$ cat config.mk
export PLATFORM = sky130hd
export DESIGN_NAME = duft_ap_master
export DESIGN_NICKNAME = d
export VERILOG_FILES = /design/src/rtl/duft_pkg.sv /design/src/rtl/duft_wait_timer.sv /design/src/rtl/duft_ap_master.sv
export SDC_FILE = /design/constraint.sdc
export NUM_CORES = 1
export LEC_CHECK = 0
export CAP_MARGIN = 30
export CORE_MARGIN = 5
export CORE_UTILIZATION = 43
export CTS_BUF_LIST = sky130_fd_sc_hd__clkbuf_16
export CTS_CLUSTER_DIAMETER = 60
export CTS_CLUSTER_SIZE = 8
export DETAILED_ROUTE_END_ITERATION = 10
export GPL_ROUTABILITY_DRIVEN = 1
export GPL_TIMING_DRIVEN = 0
export PLACE_DENSITY = 0.81
export REMOVE_ABC_BUFFERS = 1
export SYNTH_ARGS = -nofsm -noshare
export SYNTH_HDL_FRONTEND = slang
export SYNTH_SLANG_ARGS = --single-unit
$ cat constraint.sdc
create_clock -name clk -period 2.4 [get_ports clk]
set_input_delay 0.72 -clock clk [delete_from_list [all_inputs] [get_ports clk]]
set_output_delay 0.72 -clock clk [all_outputs]
set_load 0.05 [all_outputs]
$ cat src/rtl/duft_pkg.sv
// Shared definitions for the DUFT access path: FSM state encoding, the
// idle address value, the DUFT register map and the opcode values.
package duft_pkg;

  typedef enum logic [2:0] {
    S_IDLE      = 3'd0,
    S_WAIT_IDLE = 3'd1,
    S_START     = 3'd2,
    S_WAIT_DONE = 3'd3,
    S_RESP      = 3'd4
  } duft_state_t;

  // Address presented to the DUFT whenever no access is in flight.
  localparam logic [31:0] DUFT_INVALID_ADDR = 32'hFFFF_FFFF;

  // Read data returned with an aborted (timed-out) access.
  localparam logic [31:0] DUFT_ABORT_RDATA  = 32'hFFFF_FFFF;

  // DUFT register map.
  localparam logic [31:0] DUFT_ADDR_OPCODE   = 32'h0000_0000;
  localparam logic [31:0] DUFT_ADDR_STATE    = 32'h0000_0001;
  localparam logic [31:0] DUFT_ADDR_CONFIG   = 32'h0000_0002;
  localparam logic [31:0] DUFT_ADDR_DUT_IN   = 32'h0000_0010;
  localparam logic [31:0] DUFT_ADDR_DUT_OUT  = 32'h0000_0018;
  localparam logic [31:0] DUFT_ADDR_DFT_OUT  = 32'h0000_0020;
  localparam logic [31:0] DUFT_ADDR_TEST_IN  = 32'hFF00_0000;
  localparam logic [31:0] DUFT_ADDR_TEST_OUT = 32'hFF00_0001;

  // Opcodes written to the OPCODE register.
  localparam logic [31:0] DUFT_OP_INPUT = 32'h0000_0001;
  localparam logic [31:0] DUFT_OP_RUN   = 32'h0000_0002;
  localparam logic [31:0] DUFT_OP_ENDR  = 32'h0000_0003;

  // States in which the master is waiting on the DUFT and the timer runs.
  function automatic logic is_wait_state(input duft_state_t s);
    return (s == S_WAIT_IDLE) || (s == S_WAIT_DONE);
  endfunction

endpackage

$ cat src/rtl/duft_wait_timer.sv
// Wait-state watchdog: counts cycles spent in the current state and flags
// the cycle that would exceed TIMEOUT cycles of waiting.
module duft_wait_timer #(
  parameter int TIMEOUT = 200
) (
  input  logic clk,
  input  logic rst,
  input  logic clear,
  input  logic enable,
  output logic expired
);

  localparam logic [15:0] LIMIT = 16'(TIMEOUT - 1);

  logic [15:0] count;

  // Cycle counter: restarts on every state entry, saturates instead of wrapping.
  always_ff @(posedge clk) begin
    if (rst || clear) begin
      count <= '0;
    end else if (enable && (count != 16'hFFFF)) begin
      count <= count + 16'd1;
    end
  end

  // The count equals the number of cycles already spent in this state, so
  // LIMIT marks the last permitted waiting cycle.
  assign expired = enable && (count == LIMIT);

endmodule

$ cat src/rtl/duft_ap_master.sv
// Command/response master that sequences one DUFT access at a time over
// an ap_ctrl_chain handshake, with a watchdog on every wait state.
module duft_ap_master
  import duft_pkg::*;
#(
  parameter int          TIMEOUT      = 200,
  parameter logic [31:0] INVALID_ADDR = DUFT_INVALID_ADDR
) (
  input  logic        clk,
  input  logic        ap_rst,
  // upstream command channel
  input  logic        cmd_val,
  output logic        cmd_rdy,
  input  logic        cmd_rd_wr,
  input  logic [31:0] cmd_addr,
  input  logic [31:0] cmd_wdata,
  // upstream response channel
  output logic        rsp_val,
  input  logic        rsp_rdy,
  output logic [31:0] rsp_rdata,
  output logic        rsp_err,
  // DUFT side
  output logic [31:0] addr,
  output logic [31:0] wr_data,
  output logic        rd_wr,
  output logic        ap_start,
  output logic        ap_continue,
  output logic        ap_ce,
  input  logic        ap_idle,
  input  logic        ap_ready,
  input  logic        ap_done,
  input  logic [31:0] ap_return,
  input  logic        ce_en
);

  duft_state_t state_q;
  duft_state_t state_nxt;

  logic timer_clear;
  logic timer_en;
  logic timer_expired;

  // ap_ready carries no sequencing meaning here; completion is taken from ap_done.
  logic ap_ready_unused;
  assign ap_ready_unused = ap_ready;

  assign timer_clear = (state_nxt != state_q);
  assign timer_en    = is_wait_state(state_q);

  duft_wait_timer #(
    .TIMEOUT (TIMEOUT)
  ) u_wait_timer (
    .clk     (clk),
    .rst     (ap_rst),
    .clear   (timer_clear),
    .enable  (timer_en),
    .expired (timer_expired)
  );

  // State register.
  always_ff @(posedge clk) begin
    if (ap_rst) begin
      state_q <= S_IDLE;
    end else begin
      state_q <= state_nxt;
    end
  end

  // Next-state decode; a live ap_idle/ap_done wins over a simultaneous timeout.
  always_comb begin
    state_nxt = state_q;
    case (state_q)
      S_IDLE: begin
        if (cmd_val) state_nxt = S_WAIT_IDLE;
      end
      S_WAIT_IDLE: begin
        if (ap_idle)            state_nxt = S_START;
        else if (timer_expired) state_nxt = S_RESP;
      end
      S_START: begin
        state_nxt = S_WAIT_DONE;
      end
      S_WAIT_DONE: begin
        if (ap_done)            state_nxt = S_RESP;
        else if (timer_expired) state_nxt = S_RESP;
      end
      S_RESP: begin
        if (rsp_rdy) state_nxt = S_IDLE;
      end
      default: state_nxt = S_IDLE;
    endcase
  end

  // State-decoded handshake outputs; cmd_rdy depends only on state and reset.
  always_comb begin
    cmd_rdy  = (state_q == S_IDLE) && !ap_rst;
    rsp_val  = (state_q == S_RESP);
    ap_start = (state_q == S_START) || (state_q == S_WAIT_DONE);
  end

  // Access registers: command capture, result capture and the continue pulse.
  always_ff @(posedge clk) begin
    if (ap_rst) begin
      addr        <= INVALID_ADDR;
      wr_data     <= '0;
      rd_wr       <= 1'b1;
      rsp_rdata   <= '0;
      rsp_err     <= 1'b0;
      ap_continue <= 1'b0;
    end else begin
      ap_continue <= 1'b0;
      case (state_q)
        S_IDLE: begin
          if (cmd_val) begin
            addr    <= cmd_addr;
            rd_wr   <= cmd_rd_wr;
            wr_data <= cmd_wdata;
          end
        end
        S_WAIT_IDLE: begin
          if (!ap_idle && timer_expired) begin
            rsp_err   <= 1'b1;
            rsp_rdata <= DUFT_ABORT_RDATA;
          end
        end
        S_WAIT_DONE: begin
          if (ap_done) begin
            rsp_err     <= 1'b0;
            rsp_rdata   <= rd_wr ? ap_return : 32'h0;
            ap_continue <= 1'b1;
          end else if (timer_expired) begin
            rsp_err   <= 1'b1;
            rsp_rdata <= DUFT_ABORT_RDATA;
          end
        end
        S_RESP: begin
          if (rsp_rdy) begin
            addr  <= INVALID_ADDR;
            rd_wr <= 1'b1;
          end
        end
        default: ;
      endcase
    end
  end

  // Clock-enable follows ce_en one cycle later, regardless of FSM state.
  always_ff @(posedge clk) begin
    if (ap_rst) begin
      ap_ce <= 1'b0;
    end else begin
      ap_ce <= ce_en;
    end
  end

endmodule

Word-level counts from Yosys, hierarchy flattened
Cells that the tools add are included.
{ "classes": {"eq_ne": 11, "addsub": 1, "bitwise": 1, "muxes": 22, "reduce_logical": 16} }
{ "op_table": {"columns": ["op", "n"], "rows": [
  ["2-to-1 mux 32 bit", 6],
  ["case mux 32 bit (2 select lines)", 2],
  ["adder 16 x 1 -> 16 bit (second input constant)", 1],
  ["equality test 16 x 8 -> 1 bit (second input constant)", 1],
  ["!= test 16 bit (second input constant)", 1],
  ["2-to-1 mux 3 bit", 5],
  ["case mux 3 bit (5 select lines)", 1],
  ["equality test 3 x 2 -> 1 bit (second input constant)", 2],
  ["2-to-1 mux 1 bit", 6],
  ["AND reduction 3 bit", 2],
  ["logical AND 1 bit", 4],
  ["!= test 2 x 1 -> 1 bit (second input constant)", 2],
  ["case mux 1 bit (2 select lines)", 2],
  ["nonzero test 2 bit", 2],
  ["equality test 3 x 1 -> 1 bit (second input constant)", 1],
  ["equality test 3 bit (second input constant)", 1],
  ["logical NOT 3 bit", 1],
  ["logical OR 1 bit", 3],
  ["!= test 3 bit", 1],
  ["!= test 3 bit (second input constant)", 1],
  ["logical NOT 1 bit", 2],
  ["!= test 2 bit (second input constant)", 1],
  ["AND reduction 2 bit", 1],
  ["OR reduction 2 bit", 1],
  ["inverter 1 bit", 1]
]} }
{ "totals": {"reg_bits": 119, "word_cells": 60} }

Longest topological paths before layout
{ "logic_depth": {"ltp_word": 8, "ltp_mapped": 7, "depth_no_buf": 5} }

Hierarchy
Synthesis repeated with hierarchy kept, for this count alone.
{ "unflattened": {"cells_unflattened": 499, "hier_area_um2": 4787.1} }
{ "by_module_without_submodules": {"columns": ["module", "cells_per_inst", "seq_area_each_um2", "n_inst", "area_per_inst_um2"], "rows": [
  ["duft_ap_master", 399, 2062.0, 1, 3912.5],
  ["duft_wait_timer", 100, 320.3, 1, 874.6]
]} }

Worst setup path after synthesis
Ideal clock, no wire load.
{ "synth_timing": {"kind": "input port to output port", "from": "in ap_rst", "to": "out cmd_rdy", "t_arrival_ns": 2.607, "path_slack_ns": -0.927, "required_time_ns": 1.680, "path_buffers": 2, "path_stages": 3, "path_cell_list": "clkbuf_1 -> buf_1 -> nor4_1"} }
{ "synth_between": {"elab_chain_len": 2} }
{ "synth_rtl": {"columns": ["element", "line_no", "text"], "rows": [
  ["start: declaration", "duft_ap_master.sv:10", "input logic ap_rst,"],
  ["logical NOT 1 bit", "duft_ap_master.sv:96", "cmd_rdy = (state_q == S_IDLE) && !ap_rst;"],
  ["logical AND 1 bit", "duft_ap_master.sv:96", null],
  ["end: declaration", "duft_ap_master.sv:13", "output logic cmd_rdy,"]
]} }
No other way between the ends.

Worst setup path in the final report
{ "layout_timing": {"from": "reg addr[26]", "to": "out addr[26]"} }
{ "layout_lines": {"columns": ["element", "line_no", "text"], "rows": [
  ["start: declaration", "duft_ap_master.sv:23", "output logic [31:0] addr,"],
  ["start signal: assignment", "duft_ap_master.sv:115", "addr <= cmd_addr;"]
]} }
No word-level cell between the ends.

==> flow_metrics.env <==
export IMPL_status="finished, final reports clean"
export IMPL_cts_tree="done"
export IMPL_grt_pass1_vias=4853
export IMPL_synthMuxAreaShare_pct=0.604
export IMPL_io_buffers=206
export IMPL_grt_overflow_total=0
export IMPL_holdPathStages=2
export IMPL_tightest_slew_ns=0.894
export IMPL_rows=39
export IMPL_cp_data_arrival_time_ns=1.58
export IMPL_worst_path_buf_inv=1
export IMPL_synth_xor_area_share_pct=0
export IMPL_via_count=4793
export IMPL_clockPowerShare_pct=41.3
export IMPL_clock_skew_ns=0.00740
export IMPL_tns_ns=0
export IMPL_reg2reg_depth=5
export IMPL_worst_path_stages=1
export IMPL_antennaDiodeCount=0
export IMPL_dieArea_um2=13800
export IMPL_drc=0
export IMPL_die_h_um=118
export IMPL_synth_top_family_by_area="simple AND/OR/NAND/NOR gates"
export IMPL_p_int_uw=4040
export IMPL_yosysWarnings=0
export IMPL_grt_first_pass_wirelength_mm=24.1
export IMPL_cts_clk_slew_worst_paths_ns=0.05
export IMPL_dr_wl_met2_mm=7.29
export IMPL_first_iter_violations=267
export IMPL_swShare_pct=28.7
export IMPL_cts_buffers=17
export IMPL_htreeDepth=4
export IMPL_crit_family="buffers and inverters"
export IMPL_core_um2=11400
export IMPL_drive_gt1_share_pct=12.1
export IMPL_nNetsFinal=840
export IMPL_insertion_delay_ns=0.40
export IMPL_wl_mm=14.7
export IMPL_cp_start_kind="register"
export IMPL_slew_headroom_pct=40.4
export IMPL_critPathSlowestCell="clkdlybuf4s50_1"
export IMPL_hold_class="reg -> reg"
export IMPL_worst_path_max_fanout=2
export IMPL_ys_ff_latch=119
export IMPL_wl_met3_mm=1.29
export IMPL_clockBufferDepth=2
export IMPL_pin_count=208
export IMPL_power_uw=5670
export IMPL_synth_enable_flop_cells=0
export IMPL_die_width_um=118
export IMPL_layout_cells_non_filler=889
export IMPL_syn_inst=546
export IMPL_post_cts_buffers=0
export IMPL_root_buffer="clkbuf_16"
export IMPL_dp_cells=856
export IMPL_period_minus_slack_ns=2.30
export IMPL_cap_viol_max_count=0
export IMPL_synthAdderAreaFrac_pct=0.252
export IMPL_p_leak_uw=0.00270
export IMPL_synth_area_um2=4970
export IMPL_synth_simple_area_share_pct=24.2
export IMPL_firstDrtPassIters=4
export IMPL_cts_hold_buffers=0
export IMPL_power_density_nw_per_um2=736
export IMPL_top_layer="met4"
export IMPL_grtUsageTotal_pct=20.7
export IMPL_rsz0062_at_grt="no"
export IMPL_avgViaCountPerCell=5.39
export IMPL_pwr_share_comb_pct=20.7
export IMPL_cp_slowest_stage_delay_ns=0.85
export IMPL_fin_crit_sh_pct=95.8
export IMPL_synth_cell_types=46
export IMPL_area_delta_synth_final_pct=54.9
export IMPL_yosysSeqAreaShare_pct=47.9
export IMPL_antenna_found_initial=0
export IMPL_finalHoldViolations=0
export IMPL_power_frac_seq_pct=38.1
export IMPL_gp_congestion=0.810
export IMPL_setup_viol=0
export IMPL_async_reset_ff_share_pct=0
export IMPL_cts_sinks=119
export IMPL_antenna_left=0
export IMPL_crit_type="reg -> out"
export IMPL_critical_path_endpoint_type="output pin"
export IMPL_avgSynthCellArea_um2=9.11
export IMPL_synth_flop_cell="dfxtp_1"
export IMPL_max_vdd_ir_drop_mv=0.435
export IMPL_wl_per_cell_um=16.5
export IMPL_crit_chain="clkdlybuf4s50_1"
export IMPL_slew_violations=0
export IMPL_initial_core_util_pct=43.7
export IMPL_grt_max_degree=57
export IMPL_dpl_hpwl_mm=10.2
export IMPL_m1WireLength_mm=5.72
export IMPL_p_sw_uw=1630
export IMPL_fmax_mhz=435
export IMPL_synth_compound_area_share_pct=22.1
export IMPL_critPathRequiredTime_ns=1.68
[state kept, by name, summed over array words and instances, names as in the netlist]
| signal | flops |
|---|---|
| state_q | 3 |
| ap_continue | 1 |
| wr_data | 32 |
| rd_wr | 1 |
| rsp_rdata | 32 |
| u_wait_timer.count | 16 |
| rsp_err | 1 |
| addr | 32 |
| ap_ce | 1 |
[per-layer routing]
metal | track usage, % | up-vias
li1 | - | 2337
met1 | 22.9 | 2254
met2 | 35.0 | 177
met3 | 8.36 | 25
met4 | 9.18 | 0
met5 | 0 | -
[metrics by stage]
step	cell area [µm²]	hold WS [ns]	util (%)	worst slack [ns]
4_1_cts	7700	0.454	67.7	0.0232
3_3_place_gp	6980	0.442	61.4	-3.32
5_1_grt	7700	0.478	67.8	0.0418
6_report	7700	0.455	67.8	0.102
3_5_place_dp	7140	0.448	62.8	-0.439
2_1_floorplan	4730	0.473	-	-1.98
[worst register-to-register path: stages (launching register included)]
cell	delay, ns
dfxtp_1	0.38
ha_1	0.30
nor4b_2	0.27
nand4_2	0.19
a31oi_2	0.76
nor4_1	0.15
[cells by family after synthesis]
family,Yosys count
AO/OA/AOI/OAI,134
buffers and inverters,50
flip-flops,119
adder cells (fa/ha/maj),1
multiplexers,3
AND/OR/NAND/NOR,239
[area by class of cell]
class                   count  area [µm²]
repair buffers            214        2210
multi-input cells         379        2380
clock buffers              17         425
clock inverters            14         119
well taps                 143         179
inverters                   3        11.3
flip-flops and latches    119        2390
fillers                   863        3670
[power by group through the flow]
stage / clock network, µW / registers, µW / logic (µW)
after CTS: 2380 / 2160 / 1180
after detailed placement: 0 / 2190 / 1170
after global placement: 0 / 2190 / 1110
final: 2340 / 2160 / 1170
after global routing: 2480 / 2170 / 1250
after floorplan: 0 / 2530 / 306
[cell usage after synthesis, drive strengths merged, types with 5 or more instances]
cell type	number	area share (%)
a211oi	11	2.0
a21oi	37	3.7
a221oi	32	9.2
buf	24	3.1
clkbuf	23	1.7
dfxtp	119	48
nand2	103	7.8
nand2b	40	5.0
nand3	8	0.81
nand4	6	0.88
nor2	40	3.1
nor3	8	0.81
nor4	9	1.7
o21ai	7	0.70
o22ai	34	4.3
or3	5	0.63
[placed cells by master, fill, tap and decap left out, types with 7 or more instances in the layout]
master           count
a211oi_1             8
a21oi_1             37
a221oi_2            28
clkbuf_16           17
clkdlybuf4s50_1    201
dfxtp_1            115
nand2_1            102
nand2b_1            39
nand3_1              8
nor2_1              37
nor3_1               8
nor4_1               7
o21ai_0              7
o22ai_1             34
[final timing paths]
path | slack, ns | end | startpoint
worst min-delay path | 0.45 | wr_data[17] | wr_data[17]
worst max-delay path | 0.10 | addr[26] | addr[26]
worst max register to register | 0.21 | u_wait_timer.count[4] | u_wait_timer.count[0]
worst min register to register | 0.45 | wr_data[17] | wr_data[17]
[repair_timing]
action	4_1_cts	5_1_grt
endpoints found under the setup margin	16	34
cloned	1	1
pin swaps	1	0
gates resized for setup	14	6
Power figures use the tool's default switching activity.
